[src/rtl/moore_sym_monitor_if.sv]
// moore_sym_monitor_if
//   Bundles the symbol input stream, the valid/ready event register and
//   the status/debug outputs of moore_sym_monitor.
//   master : symbol producer / event consumer
//            (drives SymValid, SymData, EvtReady, OvrClr)
//   slave  : the monitor itself
//            (drives EvtValid, EvtCode, EvtCount, MatchCnt, Overrun, DetState)
//   CNT_W must match the CNT_W of the monitor it is attached to.
interface moore_sym_monitor_if #(parameter int CNT_W = 8);
  logic             SymValid;
  logic [1:0]       SymData;
  logic             EvtValid;
  logic             EvtReady;
  logic [1:0]       EvtCode;
  logic [CNT_W-1:0] EvtCount;
  logic [CNT_W-1:0] MatchCnt;
  logic             Overrun;
  logic             OvrClr;
  logic [1:0]       DetState;

  modport master (
    output SymValid, SymData, EvtReady, OvrClr,
    input  EvtValid, EvtCode, EvtCount, MatchCnt, Overrun, DetState
  );

  modport slave (
    input  SymValid, SymData, EvtReady, OvrClr,
    output EvtValid, EvtCode, EvtCount, MatchCnt, Overrun, DetState
  );
endinterface

[src/rtl/moore_sym_monitor.sv]
// moore_sym_monitor
//   Watches the 2-bit Moore FSM output stream for the signature
//   01,00,11,10 (each symbol may repeat), counts completed signatures
//   (saturating) and reports each one through a one-entry valid/ready
//   event register. Events that cannot be loaded set a sticky Overrun.
//   Optional: define MOORE_SYM_MONITOR_RUNLEN_EN to also emit a run event
//   (EvtCode=01, EvtCount=RUN_MAX) each time RUN_MAX identical symbols
//   arrive back to back.
// Ports:
//   Clk   : rising-edge clock
//   Reset : asynchronous active-low reset
//   bus   : moore_sym_monitor_if.slave (symbol in, event out, status)
module moore_sym_monitor #(
  parameter int CNT_W   = 8,
  parameter int RUN_MAX = 8
) (
  input  logic                 Clk,
  input  logic                 Reset,
  moore_sym_monitor_if.slave   bus
);

  typedef enum logic [1:0] {IDLE = 2'b00, GOT1 = 2'b01, GOT2 = 2'b10, GOT3 = 2'b11} det_state_e;

  det_state_e       state_q, state_d;
  logic [CNT_W-1:0] match_cnt_q, match_cnt_d;
  logic             evt_valid_q, evt_valid_d;
  logic [1:0]       evt_code_q, evt_code_d;
  logic [CNT_W-1:0] evt_count_q, evt_count_d;
  logic             overrun_q, overrun_d;
  logic             match;
  logic             run_evt;
  logic             lose;

  // Signature detector.
  always_comb begin
    state_d = state_q;
    match   = 1'b0;
    if (bus.SymValid) begin
      unique case (state_q)
        IDLE: state_d = (bus.SymData == 2'b01) ? GOT1 : IDLE;
        GOT1: begin
          case (bus.SymData)
            2'b01:   state_d = GOT1;
            2'b00:   state_d = GOT2;
            default: state_d = IDLE;
          endcase
        end
        GOT2: begin
          case (bus.SymData)
            2'b00:   state_d = GOT2;
            2'b11:   state_d = GOT3;
            2'b01:   state_d = GOT1;
            default: state_d = IDLE;
          endcase
        end
        GOT3: begin
          case (bus.SymData)
            2'b11:   state_d = GOT3;
            2'b10: begin
              state_d = IDLE;
              match   = 1'b1;
            end
            2'b01:   state_d = GOT1;
            default: state_d = IDLE;
          endcase
        end
        default: state_d = IDLE;
      endcase
    end
  end

  // Saturating match counter.
  always_comb begin
    match_cnt_d = match_cnt_q;
    if (match && (match_cnt_q != {CNT_W{1'b1}}))
      match_cnt_d = match_cnt_q + CNT_W'(1);
  end

`ifdef MOORE_SYM_MONITOR_RUNLEN_EN
  logic [CNT_W-1:0] run_cnt_q, run_cnt_d;
  logic [1:0]       prev_sym_q, prev_sym_d;
  logic             prev_vld_q, prev_vld_d;
  logic [CNT_W-1:0] run_inc;

  always_comb begin
    run_cnt_d  = run_cnt_q;
    prev_sym_d = prev_sym_q;
    prev_vld_d = prev_vld_q;
    run_evt    = 1'b0;
    run_inc    = run_cnt_q + CNT_W'(1);
    if (bus.SymValid) begin
      prev_sym_d = bus.SymData;
      prev_vld_d = 1'b1;
      if (prev_vld_q && (bus.SymData == prev_sym_q)) begin
        // Restart at 0 on a hit so the next equal symbol counts as 1.
        if (run_inc == CNT_W'(RUN_MAX)) begin
          run_evt   = 1'b1;
          run_cnt_d = '0;
        end else begin
          run_cnt_d = run_inc;
        end
      end else begin
        run_cnt_d = CNT_W'(1);
      end
    end
  end

  always_ff @(posedge Clk or negedge Reset) begin
    if (!Reset) begin
      run_cnt_q  <= '0;
      prev_sym_q <= 2'b00;
      prev_vld_q <= 1'b0;
    end else begin
      run_cnt_q  <= run_cnt_d;
      prev_sym_q <= prev_sym_d;
      prev_vld_q <= prev_vld_d;
    end
  end
`else
  assign run_evt = 1'b0;
`endif

  // Event register. A match wins over a simultaneous run event; the
  // losing run event counts as an overrun.
  always_comb begin
    evt_valid_d = evt_valid_q;
    evt_code_d  = evt_code_q;
    evt_count_d = evt_count_q;
    lose        = 1'b0;
    if (match || run_evt) begin
      if (!evt_valid_q || bus.EvtReady) begin
        evt_valid_d = 1'b1;
        evt_code_d  = match ? 2'b00 : 2'b01;
        evt_count_d = match ? match_cnt_d : CNT_W'(RUN_MAX);
      end else begin
        lose = 1'b1;
      end
      if (match && run_evt) lose = 1'b1;
    end else if (bus.EvtReady) begin
      evt_valid_d = 1'b0;
    end
  end

  // Loss beats clear in the same cycle.
  always_comb begin
    overrun_d = overrun_q;
    if (lose)            overrun_d = 1'b1;
    else if (bus.OvrClr) overrun_d = 1'b0;
  end

  always_ff @(posedge Clk or negedge Reset) begin
    if (!Reset) begin
      state_q     <= IDLE;
      match_cnt_q <= '0;
      evt_valid_q <= 1'b0;
      evt_code_q  <= 2'b00;
      evt_count_q <= '0;
      overrun_q   <= 1'b0;
    end else begin
      state_q     <= state_d;
      match_cnt_q <= match_cnt_d;
      evt_valid_q <= evt_valid_d;
      evt_code_q  <= evt_code_d;
      evt_count_q <= evt_count_d;
      overrun_q   <= overrun_d;
    end
  end

  assign bus.DetState = state_q;
  assign bus.MatchCnt = match_cnt_q;
  assign bus.EvtValid = evt_valid_q;
  assign bus.EvtCode  = evt_code_q;
  assign bus.EvtCount = evt_count_q;
  assign bus.Overrun  = overrun_q;

endmodule

[src/flat_wrapper.sv]
// flat-port wrapper written by rule: the top's interface ports become plain ports
module moore_sym_monitor_flat 
#(
  parameter int CNT_W   = 8,
  parameter int RUN_MAX = 8
)
  (Clk, Reset, bus_SymValid, bus_SymData, bus_EvtReady, bus_OvrClr, bus_EvtValid, bus_EvtCode, bus_EvtCount, bus_MatchCnt, bus_Overrun, bus_DetState);
  moore_sym_monitor_if #(.CNT_W(CNT_W)) bus_i ();
  input  logic Clk;
  input  logic Reset;
  input wire logic [$bits(bus_i.SymValid)-1:0] bus_SymValid;
  input wire logic [$bits(bus_i.SymData)-1:0] bus_SymData;
  input wire logic [$bits(bus_i.EvtReady)-1:0] bus_EvtReady;
  input wire logic [$bits(bus_i.OvrClr)-1:0] bus_OvrClr;
  output wire logic [$bits(bus_i.EvtValid)-1:0] bus_EvtValid;
  output wire logic [$bits(bus_i.EvtCode)-1:0] bus_EvtCode;
  output wire logic [$bits(bus_i.EvtCount)-1:0] bus_EvtCount;
  output wire logic [$bits(bus_i.MatchCnt)-1:0] bus_MatchCnt;
  output wire logic [$bits(bus_i.Overrun)-1:0] bus_Overrun;
  output wire logic [$bits(bus_i.DetState)-1:0] bus_DetState;
  assign bus_i.SymValid = bus_SymValid;
  assign bus_i.SymData = bus_SymData;
  assign bus_i.EvtReady = bus_EvtReady;
  assign bus_i.OvrClr = bus_OvrClr;
  assign bus_EvtValid = bus_i.EvtValid;
  assign bus_EvtCode = bus_i.EvtCode;
  assign bus_EvtCount = bus_i.EvtCount;
  assign bus_MatchCnt = bus_i.MatchCnt;
  assign bus_Overrun = bus_i.Overrun;
  assign bus_DetState = bus_i.DetState;
  moore_sym_monitor #(.CNT_W(CNT_W), .RUN_MAX(RUN_MAX)) u_core (.Clk(Clk), .Reset(Reset), .bus(bus_i));
endmodule
[config.mk]
export PLATFORM = sky130hd
export DESIGN_NAME = moore_sym_monitor_flat
export DESIGN_NICKNAME = d
export VERILOG_FILES = /design/src/rtl/moore_sym_monitor_if.sv /design/src/rtl/moore_sym_monitor.sv /design/src/flat_wrapper.sv
export SDC_FILE = /design/constraint.sdc
export NUM_CORES = 1
export LEC_CHECK = 0
export CAP_MARGIN = 20
export CORE_UTILIZATION = 42
export DETAILED_ROUTE_END_ITERATION = 7
export GPL_ROUTABILITY_DRIVEN = 0
export GPL_TIMING_DRIVEN = 0
export MAX_ROUTING_LAYER = met4
export PLACE_DENSITY = 0.76
export SETUP_SLACK_MARGIN = 0.2
export SLEW_MARGIN = 20
export SYNTH_ARGS = -nofsm -noshare
export SYNTH_HDL_FRONTEND = slang
export SYNTH_SLANG_ARGS = --single-unit
[constraint.sdc]
create_clock -name Clk -period 1.7 [get_ports Clk]
set_clock_uncertainty 0.1 [all_clocks]
set_input_delay 0.34 -clock Clk [delete_from_list [all_inputs] [get_ports Clk]]
set_output_delay 0.34 -clock Clk [all_outputs]
set_load 0.02 [all_outputs]
==> reports/qor.csv <==
stage,metric,value,unit
worst_setup_path,worstSetupPathType,flop to flop,
synth,ys_types,27,
synth,syn_inst,101,
final_layout,seqCellArea,513,sq um
synth,avgSynthCellArea,10.4,sq um
floorplan,core,0.00228,sq mm
placed_design,dp_slack,-635,ps
timing,min_period,1650,ps
final_layout,syn2layout_area_growth,58.1,%
floorplan,dieWidth,52.1,um
timing,setup_ws,45.8,ps
floorplan,dieArea,0.00271,sq mm
synth,yosysSeqAreaShare,47.6,%
final_layout,final_cell_mix,"buf_4, nand2_1, dfrtp_2, dfrtp_1, o21ai_0",
power_and_ir_drop,ir_worst_vdd,0.608,mV
worst_setup_path,r2r_cells,5,
timing,slew_violations,0,
detailed_routing,wl_per_cell,14.7,um
final_layout,n_fill_cell,161,
clocking,hold_buffers,0,
synth,synth-warning-count,0,
synth,synth-seq-cells,20,
worst_setup_path,worst_setup_path_endpoint,u_core.bus.EvtCount[0]$_DFFE_PN0P_,
timing,rsz0062_at_grt,true,
flow_run,maxCapViolations,0,
worst_setup_path,critPathArrivalTime,1760,ps
worst_setup_path,end_kind,flop,
final_layout,fin_area,0.00166,sq mm
global_routing,overflow,0,
timing,slew_headroom,40.0,%
detailed_routing,ant_nets,0,
clocking,clk_latency,310,ps
placed_design,port_buffers,26,
placed_design,placed_area,0.00137,sq mm
final_layout,utilization,73.1,%
power_and_ir_drop,power.density,778,mW/mm^2
worst_setup_path,start_kind,flop,
timing,min_period_over_period,97.3,%
global_routing,antenna_found_initial,0,
clocking,ctsRootBufferMaster,clkbuf_4,
worst_setup_path,r2r_start,u_core.bus.MatchCnt[2]$_DFF_PN0_,
clocking,cts_tree,built,
timing,fmax,605,MHz
final_layout,final_common_cell,buf_4,
clocking,cts.path.max_buffers,2,
floorplan,start_util,46.2,%
worst_hold_path,hold_path.class,input port to flop,
synth,syn_area,0.00105,sq mm
final_layout,layout.nets,172,
floorplan,num_rows,17,
worst_setup_path,cp_max_fo,5,
timing,finalHoldViolCount,0,
global_routing,first_global_vias,918,
worst_setup_path,reg2reg_to,u_core.bus.EvtCount[0]$_DFFE_PN0P_,
clocking,cts_buffers,3,
detailed_routing,vias_per_cell,5.21,
clocking,path_clk_slew,120,ps
timing,tightest_slew,898,ps
timing,setup_viol,0,
clocking,clock_sinks,20,
floorplan,io_pins,29,
worst_setup_path,required,1810,ps
worst_setup_path,rrSetupSlack,50,ps
detailed_routing,drc,0,
detailed_routing,drt_iter0_drc,30,
floorplan,die_y,52.1,um
worst_setup_path,cp-startpoint,u_core.bus.MatchCnt[2]$_DFF_PN0_,
final_layout,drive_above_1_share,49.1,%
clocking,htree_levels,1,
global_routing,grt_pass1_wl,4140,um
detailed_routing,wirelength,2750,um
detailed_routing,dr_total_vias,974,
final_layout,antenna_cells,0,
global_routing,grtUsageTotal,21.3,%
final_layout,multi_input_area,603,sq um
global_routing,grt_max_degree,21,
timing,holdWs,391,ps
power_and_ir_drop,p_leak,0.847,nW
detailed_routing,firstDrtPassIters,4,
run_status,status,completed,
placed_design,dpl.hpwl,1550,um
stage by stage:
stage	TNS, ps	power [W]	std cells
floorplan	0	0.000700	102
finish	0	0.00129	187
detailed placement	-7580	0.000820	156
CTS	0	0.00125	175
global placement	-6890	0.000814	156
global route	0	0.00135	187
final cells by class:
cell class | count | share of cell area (%)
Multi-Input combinational cell | 75 | 36.2
Sequential cell | 20 | 30.8
Timing Repair Buffer | 53 | 25.0
Tap cell | 28 | 2.11
Buffer | 4 | 2.03
Clock inverter | 1 | 1.80
Clock buffer | 3 | 1.35
Inverter | 3 | 0.677
synthesized netlist by cell type:
library cell / count / share of area, %
and3_1: 1 / 0.59
o22ai_1: 2 / 1.2
nand2_1: 15 / 5.4
o211ai_1: 1 / 0.71
dfrtp_1: 20 / 48
a41oi_4: 1 / 2.6
buf_4: 2 / 1.4
and4_4: 1 / 1.1
xnor2_1: 4 / 3.3
buf_6: 1 / 1.1
ha_1: 5 / 5.9
and2_1: 2 / 1.2
and3_2: 2 / 1.4
a22o_1: 1 / 0.83
xor2_2: 1 / 1.5
nand4_1: 2 / 1.2
a21oi_1: 2 / 0.95
mux2_2: 4 / 4.3
conb_1: 1 / 0.36
nand4_2: 1 / 1.2
inv_1: 3 / 1.1
o21ai_0: 12 / 5.7
nand2b_1: 4 / 2.4
nor2_1: 4 / 1.4
clkbuf_1: 1 / 0.36
nand3_1: 5 / 2.4
mux2i_1: 3 / 2.9
registers in the layout, summed over array words and instances (netlist names):
signal               cells
u_core.bus.EvtCount      8
u_core.bus.MatchCnt      8
u_core.bus.DetState      2
u_core.bus.EvtValid      1
u_core.bus.Overrun       1
what timing repair did:
item | CTS | global route
gates resized for setup | 55 | 28
setup buffers | 15 | 12
setup endpoints to repair | 36 | 29
pin swaps | 4 | 6
how the worst min path moves through the flow:
| stage | cells after the start | slack, ps | start | endpoint |
|---|---|---|---|---|
| 2_1_floorplan | 0 | -60 | Reset | u_core.bus.DetState[0]$_DFFE_PN0P_ |
| 3_3_place_gp | 2 | 360 | u_core.bus.EvtCount[6]$_DFFE_PN0P_ | u_core.bus.EvtCount[6]$_DFFE_PN0P_ |
| 3_5_place_dp | 2 | 370 | u_core.bus.EvtCount[7]$_DFFE_PN0P_ | u_core.bus.EvtCount[7]$_DFFE_PN0P_ |
| 4_1_cts | 2 | 380 | bus_SymValid | u_core.bus.DetState[0]$_DFFE_PN0P_ |
| 5_1_grt | 2 | 410 | bus_SymValid | u_core.bus.DetState[0]$_DFFE_PN0P_ |
| 6_report | 2 | 390 | bus_SymValid | u_core.bus.DetState[0]$_DFFE_PN0P_ |
logic make-up (layout without fill, tap and decap cells):
family | count (synthesis) | in the layout | share of synthesized area [%]
AND/OR/NAND/NOR | 37 | 37 | 18.2
buffers and inverters | 7 | 64 | 3.92
other | 1 | 2 | 0.356
multiplexers | 7 | 7 | 7.13
XOR/XNOR | 5 | 5 | 4.88
flip-flops | 20 | 20 | 47.6
adder cells (fa/ha/maj) | 5 | 5 | 5.95
AO/OA/AOI/OAI | 19 | 19 | 12.0
critical path: stages (launching register included):
cell and delay, ps:
dfrtp_2 400, buf_6 120, and4_4 250, a41oi_4 190
xor2_2 220, mux2_4 270
report_power, final:
group          total (W)  leakage, nW  internal (W)  switching [W]
clock network   0.000399       0.0279      0.000238       0.000161
registers       0.000556        0.259      0.000515      0.0000413
logic           0.000338        0.560      0.000178       0.000160
total            0.00129        0.847      0.000932       0.000362
layer usage:
layer  routed length, um  vias to the layer above  global-route usage [%]  part of all wire (%)
met3                 125                        7                    4.09                   4.5
met5                   0                        -                       -                     0
met4                  44                        0                    9.46                   1.6
met1                1170                      471                    25.5                    43
li1                    -                      465                       -                     -
met2                1410                       31                    34.6                    51
(Power assumes the default switching activity.)
==> edit: new RTL, same settings <==
Add a define of `MOORE_SYM_MONITOR_RUNLEN_EN`.
--- a/src/rtl/moore_sym_monitor.sv
+++ b/src/rtl/moore_sym_monitor.sv
@@ -10,6 +10,8 @@
 //   Clk   : rising-edge clock
 //   Reset : asynchronous active-low reset
 //   bus   : moore_sym_monitor_if.slave (symbol in, event out, status)
+`define MOORE_SYM_MONITOR_RUNLEN_EN
+
 module moore_sym_monitor #(
   parameter int CNT_W   = 8,
   parameter int RUN_MAX = 8
Function: changed (a bounded check fails within 10 cycles, from zero or initial values and one cycle with Reset low).
==> edit against the unedited design <==
- the flow now finishes with violations (setup timing)
- count of clock-buffer cells in the layout up 3
- critical endpoint unchanged
- non-clock buffer count down 10
- sequential cell count up 12
- final area up 39%
- area after synthesis up 59%
- wire length up 39%
- die area up 56%
- global-route usage down 0.86 points
- power up 59%
- setup slack worse by 0.54 ns
==> edit: results (changes against the unedited design) <==
synth-xor-area-share: 0.0576  # was 0.0488
h-tree-depth: 2  # was 1
synthMuxAreaShare: 0.0389  # was 0.0713
routed_via_density: 5.42  # was 5.21
critical_path.max_fanout: 8  # was 5
fillers: 319  # was 161
yosys-top-cells-count: "32 x dfrtp_1, 19 x nand2_1, 11 x o21ai_0"  # was 20 x dfrtp_1, 15 x nand2_1, 12 x o21ai_0
synth_compound_area_frac: 0.180  # was 0.120
critPathTopFamily: "compound AO/OA/AOI/OAI gates"  # was flip-flops
tns_ns: -6.12  # was 0 ns
violations: "setup timing"
worst_path_max_delay_cell: "dfrtp_1"  # was dfrtp_2
grt_start_max_net_pins: 33  # was 21
cp.arrival_ns: 2.26  # was 1.76 ns
inverters: 8  # was 3
dpl-instance-area_um2: 2050  # was 1370 um2
fin_cells: 262  # was 187
layout.nets: 227  # was 172
wl_met1_um: 1590  # was 1170 um
buffers_excl_clock: 47  # was 57
bufAreaShareNonClock: 0.160  # was 0.270
grt_pass1_vias: 1429  # was 918
synth_area_leaders: "dfrtp_1 48%, ha_1 5.2%, xnor2_1 4.7%"  # was dfrtp_1 48%, ha_1 5.9%, o21ai_0 5.7%
ys_types: 38  # was 27
ir_drop_mv: 0.658  # was 0.608 mV
grt.met2_usage: 0.374  # was 0.346
wirelength_um: 3830  # was 2750 um
min_path_type: "primary input to async pin"  # was primary input to register
synth_cells: 164  # was 101
setup_viol: 14  # was 0
gr-total-overflow: 0  # unchanged
drt-initial-drc-count: 60  # was 30
power_leakage_nw: 1.01  # was 0.847 nW
setup_slack_ns: -0.496  # was 0.0458 ns
clkLatencyLatePin_ns: 0.28  # was 0.31 ns
clockRootBuffer: "clkbuf_8"  # was clkbuf_4
cts.repair.resized: 43  # was 55
seq_share: 0.350  # was 0.308
synthAdderAreaFrac: 0.0524  # was 0.0595
nClkBuffers: 6  # was 3
dp_cells: 238  # was 156
ys_seq_area_frac: 0.479  # was 0.476
dp_hpwl_um: 2590  # was 1550 um
post-cts-setup-buffers: 7  # was 15
met2_length_um: 2100  # was 1410 um
grtUsageMet3: 0.0417  # was 0.0409
track_usage: 0.204  # was 0.213
outcome: "finished with violations"  # was complete, no violations
relSlewSlack: 0.537  # was 0.400
clock_tree_area_fraction: 0.0464  # was 0.0316
pre_cts_ws_ns: -0.777  # was -0.635 ns
nMultiInputCombCells: 119  # was 75
multi_input_area_um2: 938  # was 603 um2
drive_gt1_frac: 0.332  # was 0.491
swShare: 0.277  # was 0.280
use_met1: 0.228  # was 0.255
grt_pass1_wl_um: 6400  # was 4140 um
rows: 22  # was 17
wl_met3_um: 113  # was 125 um
design.seq.count: 32  # was 20
-- edit: cell types whose count changed after synthesis, sizes merged, moves of 3 or more --
cell and delta:
a21oi +4, a22o +4, a31oi +4, dfrtp +12, inv +5, nand2 +4
nor2 +3, o2bb2ai +3, xnor2 +5
-- edit: worst reg2reg max path, delay by kind of cell, from the launching register on --
family                   cells  cell delay (ns)
adder cells (fa/ha/maj)      1             0.19
AO/OA/AOI/OAI                4             1.05
flip-flops                   1             0.40
AND/OR/NAND/NOR              1             0.34
-- edit: power by group through the flow --
stage	combinational (W)	clock, W	sequential (W)
5_1_grt	0.000502	0.000758	0.000913
3_5_place_dp	0.000404	0	0.000925
6_report	0.000453	0.000703	0.000904
2_1_floorplan	0.000171	0	0.000975
3_3_place_gp	0.000390	0	0.000917
4_1_cts	0.000416	0.000720	0.000903
-- edit: path summary, 6_finish.rpt --
kind	start	end	slack [ns]	cells after the start
worst max register to register	u_core.run_cnt_q[1]	u_core.bus.EvtCount[0]	-0.50	6
max in group asynchronous	Reset	u_core.bus.DetState[0]	1.01	1
worst max-delay path	u_core.run_cnt_q[1]	u_core.bus.EvtCount[0]	-0.50	6
worst min register to register	u_core.bus.EvtCount[6]	u_core.bus.EvtCount[6]	0.39	1
worst min-delay path	Reset	u_core.bus.EvtCount[0]	0.003	1
min in group Clk	bus_SymData[0]	u_core.prev_sym_q[0]	0.28	2
-- edit: through the flow --
step / util / total power [W] / hold WS, ns
CTS: 0.589 / 0.00204 / 0.0271
finish: 0.619 / 0.00206 / 0.00319
floorplan: - / 0.00115 / -0.0556
global route: 0.619 / 0.00217 / 0.0612
detailed placement: 0.546 / 0.00133 / 0.330
global placement: 0.548 / 0.00131 / 0.367
